`config.mk`:
```
export PLATFORM = sky130hd
export DESIGN_NAME = program_counter_gen
export DESIGN_NICKNAME = d
export VERILOG_FILES = /design/src/rtl/program_counter_gen.sv
export SDC_FILE = /design/constraint.sdc
export NUM_CORES = 1
export LEC_CHECK = 0
export ABC_AREA = 1
export BUFFER_PORTS_ARGS = -buffer_cell sky130_fd_sc_hd__buf_2
export CAP_MARGIN = 20
export CORE_ASPECT_RATIO = 0.6
export CORE_MARGIN = 2
export CORE_UTILIZATION = 40
export DETAILED_ROUTE_END_ITERATION = 6
export GPL_TIMING_DRIVEN = 1
export PLACE_DENSITY = 0.63
export SKIP_CTS_REPAIR_TIMING = 1
export SLEW_MARGIN = 15
export SYNTH_ARGS = -nofsm -noshare
export SYNTH_HDL_FRONTEND = slang
export SYNTH_SLANG_ARGS = --single-unit
```
`constraint.sdc`:
```
create_clock -name clk -period 2 [get_ports clk]
set_clock_uncertainty 0.1 [all_clocks]
set_input_delay 0.2 -clock clk [delete_from_list [all_inputs] [get_ports clk]]
set_output_delay 0.2 -clock clk [all_outputs]
set_load 0.01 [all_outputs]
```
`src/rtl/program_counter_gen.sv`:
```
// Program counter with jump, signed branch, call/return stack, stall and sticky stack error.
// Optional sticky wrap flag output is enabled by defining PC_WRAP_FLAG_EN.
module program_counter_gen #(
    parameter int               WIDTH       = 8,
    parameter logic [WIDTH-1:0] RESET_VEC   = '0,
    parameter int               STEP        = 1,
    parameter int               STACK_DEPTH = 4
) (
    input  logic                             clk,
    input  logic                             reset,
    input  logic                             enable_increment,
    input  logic                             stall,
    input  logic                             jump,
    input  logic                             branch,
    input  logic [WIDTH-1:0]                 branch_off,
    input  logic                             call,
    input  logic                             ret,
    input  logic [WIDTH-1:0]                 target,
    input  logic                             clear_err,
    output logic [WIDTH-1:0]                 pc,
    output logic [$clog2(STACK_DEPTH+1)-1:0] stack_depth,
    output logic                             stack_full,
    output logic                             stack_empty,
    output logic                             stack_err
`ifdef PC_WRAP_FLAG_EN
   ,output logic                             wrapped
`endif
);

    localparam int               DW        = $clog2(STACK_DEPTH + 1);
    localparam int               AW        = (STACK_DEPTH > 1) ? $clog2(STACK_DEPTH) : 1;
    localparam logic [DW-1:0]    DEPTH_MAX = DW'(STACK_DEPTH);
    localparam logic [DW-1:0]    DEPTH_ONE = DW'(1);
    localparam logic [WIDTH-1:0] STEP_W    = WIDTH'(STEP);

    logic [WIDTH-1:0] stack_mem [STACK_DEPTH];

    logic [WIDTH-1:0] pc_inc;
    logic [WIDTH-1:0] pc_br;
    logic [WIDTH-1:0] ret_addr;
    logic [AW-1:0]    top_idx;
    logic [AW-1:0]    push_idx;

    logic [WIDTH-1:0] pc_next;
    logic [DW-1:0]    depth_next;
    logic             push_en;
    logic             err_set;
    logic             err_next;

    assign stack_full  = (stack_depth == DEPTH_MAX);
    assign stack_empty = (stack_depth == '0);

    assign pc_inc   = pc + STEP_W;
    assign pc_br    = pc + branch_off;
    assign top_idx  = AW'(stack_depth - DEPTH_ONE);
    assign push_idx = AW'(stack_depth);
    assign ret_addr = stack_mem[top_idx];

    // Priority: stall > ret > call > jump > branch > increment > hold
    always_comb begin
        pc_next    = pc;
        depth_next = stack_depth;
        push_en    = 1'b0;
        err_set    = 1'b0;
        if (!stall) begin
            if (ret) begin
                if (!stack_empty) begin
                    pc_next    = ret_addr;
                    depth_next = stack_depth - DEPTH_ONE;
                end else begin
                    err_set = 1'b1;
                end
            end else if (call) begin
                if (!stack_full) begin
                    pc_next    = target;
                    depth_next = stack_depth + DEPTH_ONE;
                    push_en    = 1'b1;
                end else begin
                    err_set = 1'b1;
                end
            end else if (jump) begin
                pc_next = target;
            end else if (branch) begin
                pc_next = pc_br;
            end else if (enable_increment) begin
                pc_next = pc_inc;
            end
        end
    end

    // A new error in the same edge as clear_err keeps the flag set
    always_comb begin
        err_next = stack_err;
        if (err_set) begin
            err_next = 1'b1;
        end else if (clear_err) begin
            err_next = 1'b0;
        end
    end

    always_ff @(posedge clk or negedge reset) begin
        if (!reset) begin
            pc          <= RESET_VEC;
            stack_depth <= '0;
            stack_err   <= 1'b0;
        end else begin
            pc          <= pc_next;
            stack_depth <= depth_next;
            stack_err   <= err_next;
        end
    end

    // Stack contents are don't-care after reset, so no reset on the storage
    always_ff @(posedge clk) begin
        if (push_en) begin
            stack_mem[push_idx] <= pc_inc;
        end
    end

`ifdef PC_WRAP_FLAG_EN
    logic inc_wrap;
    logic br_wrap;
    logic wrap_set;
    logic wrap_next;

    // Carry/borrow detected by comparing the truncated result against pc
    assign inc_wrap = (pc_inc < pc);
    assign br_wrap  = branch_off[WIDTH-1] ? (pc_br > pc) : (pc_br < pc);

    always_comb begin
        wrap_set = 1'b0;
        if (!stall && !ret && !call && !jump) begin
            if (branch) begin
                wrap_set = br_wrap;
            end else if (enable_increment) begin
                wrap_set = inc_wrap;
            end
        end
    end

    always_comb begin
        wrap_next = wrapped;
        if (wrap_set) begin
            wrap_next = 1'b1;
        end else if (clear_err) begin
            wrap_next = 1'b0;
        end
    end

    always_ff @(posedge clk or negedge reset) begin
        if (!reset) begin
            wrapped <= 1'b0;
        end else begin
            wrapped <= wrap_next;
        end
    end
`endif

endmodule

```
Word level (Yosys, flattened, before mapping)
Memory sizes are Yosys's and may differ from the RTL's.
Cells that the tools add are included.
{"block": "op_classes", "reduce_logical": 6, "bitwise_logic": 1, "n_eq_ne": 4, "addsub": 4, "mux": 24}
{"cell": "$mux W8", "count": 7}
{"cell": "$mux W1", "count": 13}
{"cell": "$mux W3", "count": 4}
{"cell": "$add A8 B1 Y8 const B", "count": 1}
{"cell": "$add A8 B8 Y8", "count": 1}
{"cell": "$reduce_and A4 Y1", "count": 2}
{"cell": "$reduce_bool A5 Y1", "count": 1}
{"cell": "$ne A2 B2 Y1 const B", "count": 2}
{"cell": "$reduce_bool A2 Y1", "count": 2}
{"cell": "$add A3 B1 Y3 const B", "count": 1}
{"cell": "$eq A3 B3 Y1 const B", "count": 1}
{"cell": "$logic_not A3 Y1", "count": 1}
{"cell": "$ne A3 B3 Y1 const B", "count": 1}
{"cell": "$sub A3 B1 Y3 const B", "count": 1}
{"cell": "$not A1 Y1", "count": 1}
{"block": "word_totals", "ramBits": 32, "wordCells": 43, "out_inout_bits": 14, "mem_count": 1, "ff_bits": 12}
{"name": "stack_mem", "words": 4, "word_bits": 8, "read_ports": 1, "rd_ports_with_merged_regs": 0, "wr": 1, "line": "36", "source": "logic [WIDTH-1:0] stack_mem [STACK_DEPTH];"}

Depth between registers and ports, before layout
{"block": "logic_depth", "ltp_word": 7, "depth_mapped": 13}

Worst setup path before layout
Ideal clock, no wire load.
{"block": "synth_path", "kind": "reg-to-reg", "start": "register stack_depth[0]", "end": "memory stack_mem[1][0] (enable)", "path_stages_with_launch": 9, "t_arrival_ns": 1.905, "required_ns": 1.529, "path_slack_ns": -0.376, "path_cell_list": "dfrtp_1 buf_2 inv_2 buf_4 ha_1 ha_1 inv_1 nand4_1 nor2_1"}
{"block": "synth_between", "elab_chain_cells": 7}
{"element": "start: declaration", "line": "21", "source": "output logic [$clog2(STACK_DEPTH+1)-1:0] stack_depth,"}
{"element": "start signal: assignment", "line": "108", "source": "stack_depth <= depth_next;"}
{"element": "$eq A3 B3 Y1", "line": "50", "source": "assign stack_full = (stack_depth == DEPTH_MAX);"}
{"element": "named net stack_full", "line": "22", "source": "output logic stack_full,"}
{"element": "$mux W1", "line": "74", "source": "if (!stack_full) begin"}
{"element": "$mux W1", "line": "73", "source": "end else if (call) begin"}
{"element": "$mux W1", "line": "66", "source": "if (ret) begin"}
{"element": "$mux W1", "line": "65", "source": "if (!stall) begin"}
{"element": "$mux W1", "line": "115", "source": "if (push_en) begin"}
{"element": "$mux W1 (implied by the code)", "line": "116", "source": "stack_mem[push_idx] <= pc_inc;"}
{"element": "end: declaration", "line": "36"}
The timed path passes the listed nets, and every way through them passes these cells.

Worst setup path in the final report
{"block": "layout_path", "start": "register stack_depth[1]", "end": "memory stack_mem[0][7] (enable)"}
{"block": "layout_between", "elab_chain_cells": 7}
{"element": "$eq A3 B3 Y1", "line": "50"}
{"element": "$mux W1", "line": "74"}
{"element": "$mux W1", "line": "73"}
{"element": "$mux W1", "line": "66"}
{"element": "$mux W1", "line": "65"}
{"element": "$mux W1", "line": "115"}
{"element": "$mux W1 (implied by the code)", "line": "116"}
Parallel ways exist; a longest one is shown, timed or not.

==> results list <==
- Setup slack on the critical path of the routed design comes to 0.122 ns.
- Worst Setup EP: stack_mem[0][7]
* Number of sinks on the clock net: 44
- The final reports fail on negative hold slack.
* Syn Nets: 340
- Clock Root Buffer: sky130_fd_sc_hd__clkbuf_8
- Cell Rows: 22
- Die outline height: between 60 and 70 µm
- Clock period minus worst slack: roughly 1.9 ns
- The detail route stage leaves a number of antenna-violating nets equal to 0.
- IR analysis of the VDD net gives a maximum drop of about 0.00065 V.
- Maximum fanout encountered on the critical timing path: 8
- Global routing used about a fifth of the available tracks across all layers.
- The congestion estimate from routability-driven global placement came to ~0.86.
* Status: finished with violations
- R2r worst-path depth: 7
- Detailed Route WL: 6400 µm
- RR Startpoint: stack_depth[1]
- TritonCTS built the clock tree.
* Post-synth design cell area: 2600 µm²
* Largest net degree at the start of global routing: 21
- Slew at the pin closest to its max-slew limit: roughly 0.33 ns
* Final worst path period share: a little over nine tenths
* Final antenna diode count: 0
- Setup slack, reg-to-reg: around 0.12 ns
* Startpoint of the worst setup timing path: stack_depth[1]
- Synthesis warning total: 0
* Clock tree buffer depth: 2
* Top area cells in the synthesized netlist: sky130_fd_sc_hd__edfxtp_1 (37%), sky130_fd_sc_hd__dfrtp_1 (12%), sky130_fd_sc_hd__nand2_1 (9.8%), sky130_fd_sc_hd__o21ai_0 (7.7%), sky130_fd_sc_hd__ha_1 (6.7%)
- A synthesized cell averages just under 9 µm².
- Post-DR wirelength/cell: around 15 µm
* Power density of the placed cells: ~1400 nW/µm²
- Number of standard cells after synthesis: 300
- At the worst endpoint, the required time is 1.88 ns.
* DPL Wire Length: 4990 µm
- Dividing the detail-routed via count by the number of cells gives roughly 5.0.
- Clock-pin slew on the worst setup and hold paths: around 0.08 ns
- Leakage power figure: 0.00143 µW
* Area added between synthesis and finish: 20.0%
- Via count of the first global-routing pass: about 2100
- Minimum hold slack: -0.0225 ns
* Fraction of final layout cells with drive strength greater than 1: 22.7%
* Clock network latency to the later pin of the worst-skew pair: around 0.30 ns
- Of the post-synthesis cell area, the dominant cell type holds a little under two fifths.
* Final net count: 391
* Setup violations, final: 0
* Unrepaired setup endpoints after global routing: false
- sky130_fd_sc_hd__edfxtp_1 takes more of the synthesized area than any other cell.
- In this run the worst hold path is classified as primary input to flop.
- Die ar.: roughly 7000 µm²
- Max Freq: 533 MHz
- During placement, the flow inserted port buffers numbering 38.
* RR Endpoint: stack_mem[0][7]
- First-pass GRT wire length: approximately 11000 µm
- Portion of the post-synthesis area used by sequential elements: between 40% and 50%
* Global route total overflow: 0
- Across the run, the number of max-cap violations was 0.
- In the routed design, unresolved DRC markers number 0.
* Number of search-and-repair iterations in the first detailed-routing pass: 5
- The final hold violation count is 1.
- Die Span X: 108 µm
* Kind of start point of the critical path: flop
- Across all layers, the routed design uses ~2200 vias.
* Number of primary I/O pins: 39
- Class of the most critical setup path: flop to flop
- Max Slew Vio Count: 0
- Yosys mapped a number of flops with a built-in enable equal to 32.
- Worst rel slew slack: a little under 80%
* Share of flip-flops with an asynchronous set or reset after synthesis: 27.3%
- The floorplan step defined a core boundary enclosing 6190 µm².
- Number of storage elements in the synthesis netlist: 44
- Pre-CTS WS: ~0.11 ns
- Effective utilization at floorplan: 42.0%
- In this run the number of H-tree levels came out at 2.
- Number of buffers inserted during clock tree synthesis: 5
- Antenna violations before repair: 0
- In the synthesized netlist the dominant register cell turns out to be sky130_fd_sc_hd__edfxtp_1.
* Distinct cell type count after synthesis: 31
- For the worst setup path, the data arrival time is 1.76 ns.
* Setup crit end kind: flop
- The first routing iteration left between 150 and 200 violations.
[area by class of cell]
class                           instances  area (µm²)
Sequential cell                        44        1260
Clock inverter                          3        42.5
Fill cell                             588        3070
Inverter                               43         171
Multi-Input combinational cell        205        1180
Clock buffer                            5        68.8
Tap cell                               84         105
Timing Repair Buffer                   52         298
[state kept, by name, summed over array words and instances (netlist names)]
signal	cells
stack_depth	3
pc	8
stack_err	1
stack_mem	32
[worst max-delay path, stage by stage (launching register included)]
cell                      delay [ns]
sky130_fd_sc_hd__dfrtp_1        0.40
sky130_fd_sc_hd__inv_1          0.11
sky130_fd_sc_hd__ha_4           0.19
sky130_fd_sc_hd__ha_4           0.16
sky130_fd_sc_hd__inv_2          0.05
sky130_fd_sc_hd__nand4_1        0.09
sky130_fd_sc_hd__buf_4          0.18
sky130_fd_sc_hd__nor2_4         0.27
[power breakdown]
| group | switching [µW] | internal [µW] |
|---|---|---|
| clock | 315 | 370 |
| combinational | 1470 | 908 |
| sequential | 112 | 1270 |
[cells in the mapped netlist (all sizes together), types with 3 or more instances]
master	number
edfxtp	32
nor2	32
dfrtp	12
nand3	16
o221ai	3
inv	43
ha	14
o21ai	44
a21oi	5
buf	6
nand2	69
xnor2	6
o22ai	5
[cells by family (layout without fill, tap and decap cells)]
group           Yosys count  count (layout)  share of synthesized area, %
flops                    44              44                          48.5
fa+ha+maj                15              15                          7.50
xor+xnor                  7               7                          2.36
compound gates           60              60                          13.1
simple gates            123             123                          20.0
buf+inv                  51             103                          8.56
[through the flow]
step | std cells | area (µm²) | setup TNS, ns | power, µW | utilization, %
after floorplan | 300 | 2670 | -6.14 | 2990 | -
after global placement | 427 | 3000 | 0 | 3750 | 48.4
after detailed placement | 427 | 3000 | 0 | 3780 | 48.4
after CTS | 435 | 3110 | 0 | 4460 | 50.2
after global routing | 436 | 3120 | 0 | 4880 | 50.4
final | 436 | 3120 | 0 | 4450 | 50.4
[how the worst min path moves through the flow]
| stage | cells after the start | slack, ns | startpoint | to |
|---|---|---|---|---|
| floorplan | 0 | -0.20 | reset | pc[0] |
| global placement | 1 | 0.02 | reset | pc[7] |
| global route | 2 | 0.003 | clear_err | stack_err |
| detailed placement | 1 | 0.02 | reset | pc[7] |
| CTS | 1 | -0.30 | reset | pc[4] |
| finish | 2 | -0.02 | clear_err | stack_err |
[per-layer routing]
| metal | GRT usage (%) | wire [µm] | up-vias | share of wire [%] |
|---|---|---|---|---|
| met1 | 32.9 | 3450 | 1008 | 54 |
| met2 | 27.2 | 2440 | 81 | 38 |
| met3 | 3.62 | 460 | 4 | 7.2 |
| met5 | 0 | 0 | - | 0 |
| met4 | 4.33 | 44 | 0 | 0.69 |
| li1 | - | - | 1102 | - |
[cells in the final DEF, fill, tap and decap left out, types with 6 or more instances in the layout]
cell type	synthesis	layout
sky130_fd_sc_hd__edfxtp_1	32	32
sky130_fd_sc_hd__nand2_1	68	67
sky130_fd_sc_hd__o21ai_0	40	40
sky130_fd_sc_hd__xnor2_1	6	6
sky130_fd_sc_hd__inv_1	38	37
sky130_fd_sc_hd__ha_1	14	12
sky130_fd_sc_hd__dfrtp_1	12	12
sky130_fd_sc_hd__buf_4	1	13
sky130_fd_sc_hd__nor2_1	31	27
sky130_fd_sc_hd__nand3_1	16	16
sky130_fd_sc_hd__buf_2	3	38
Power figures use the tool's default switching activity.
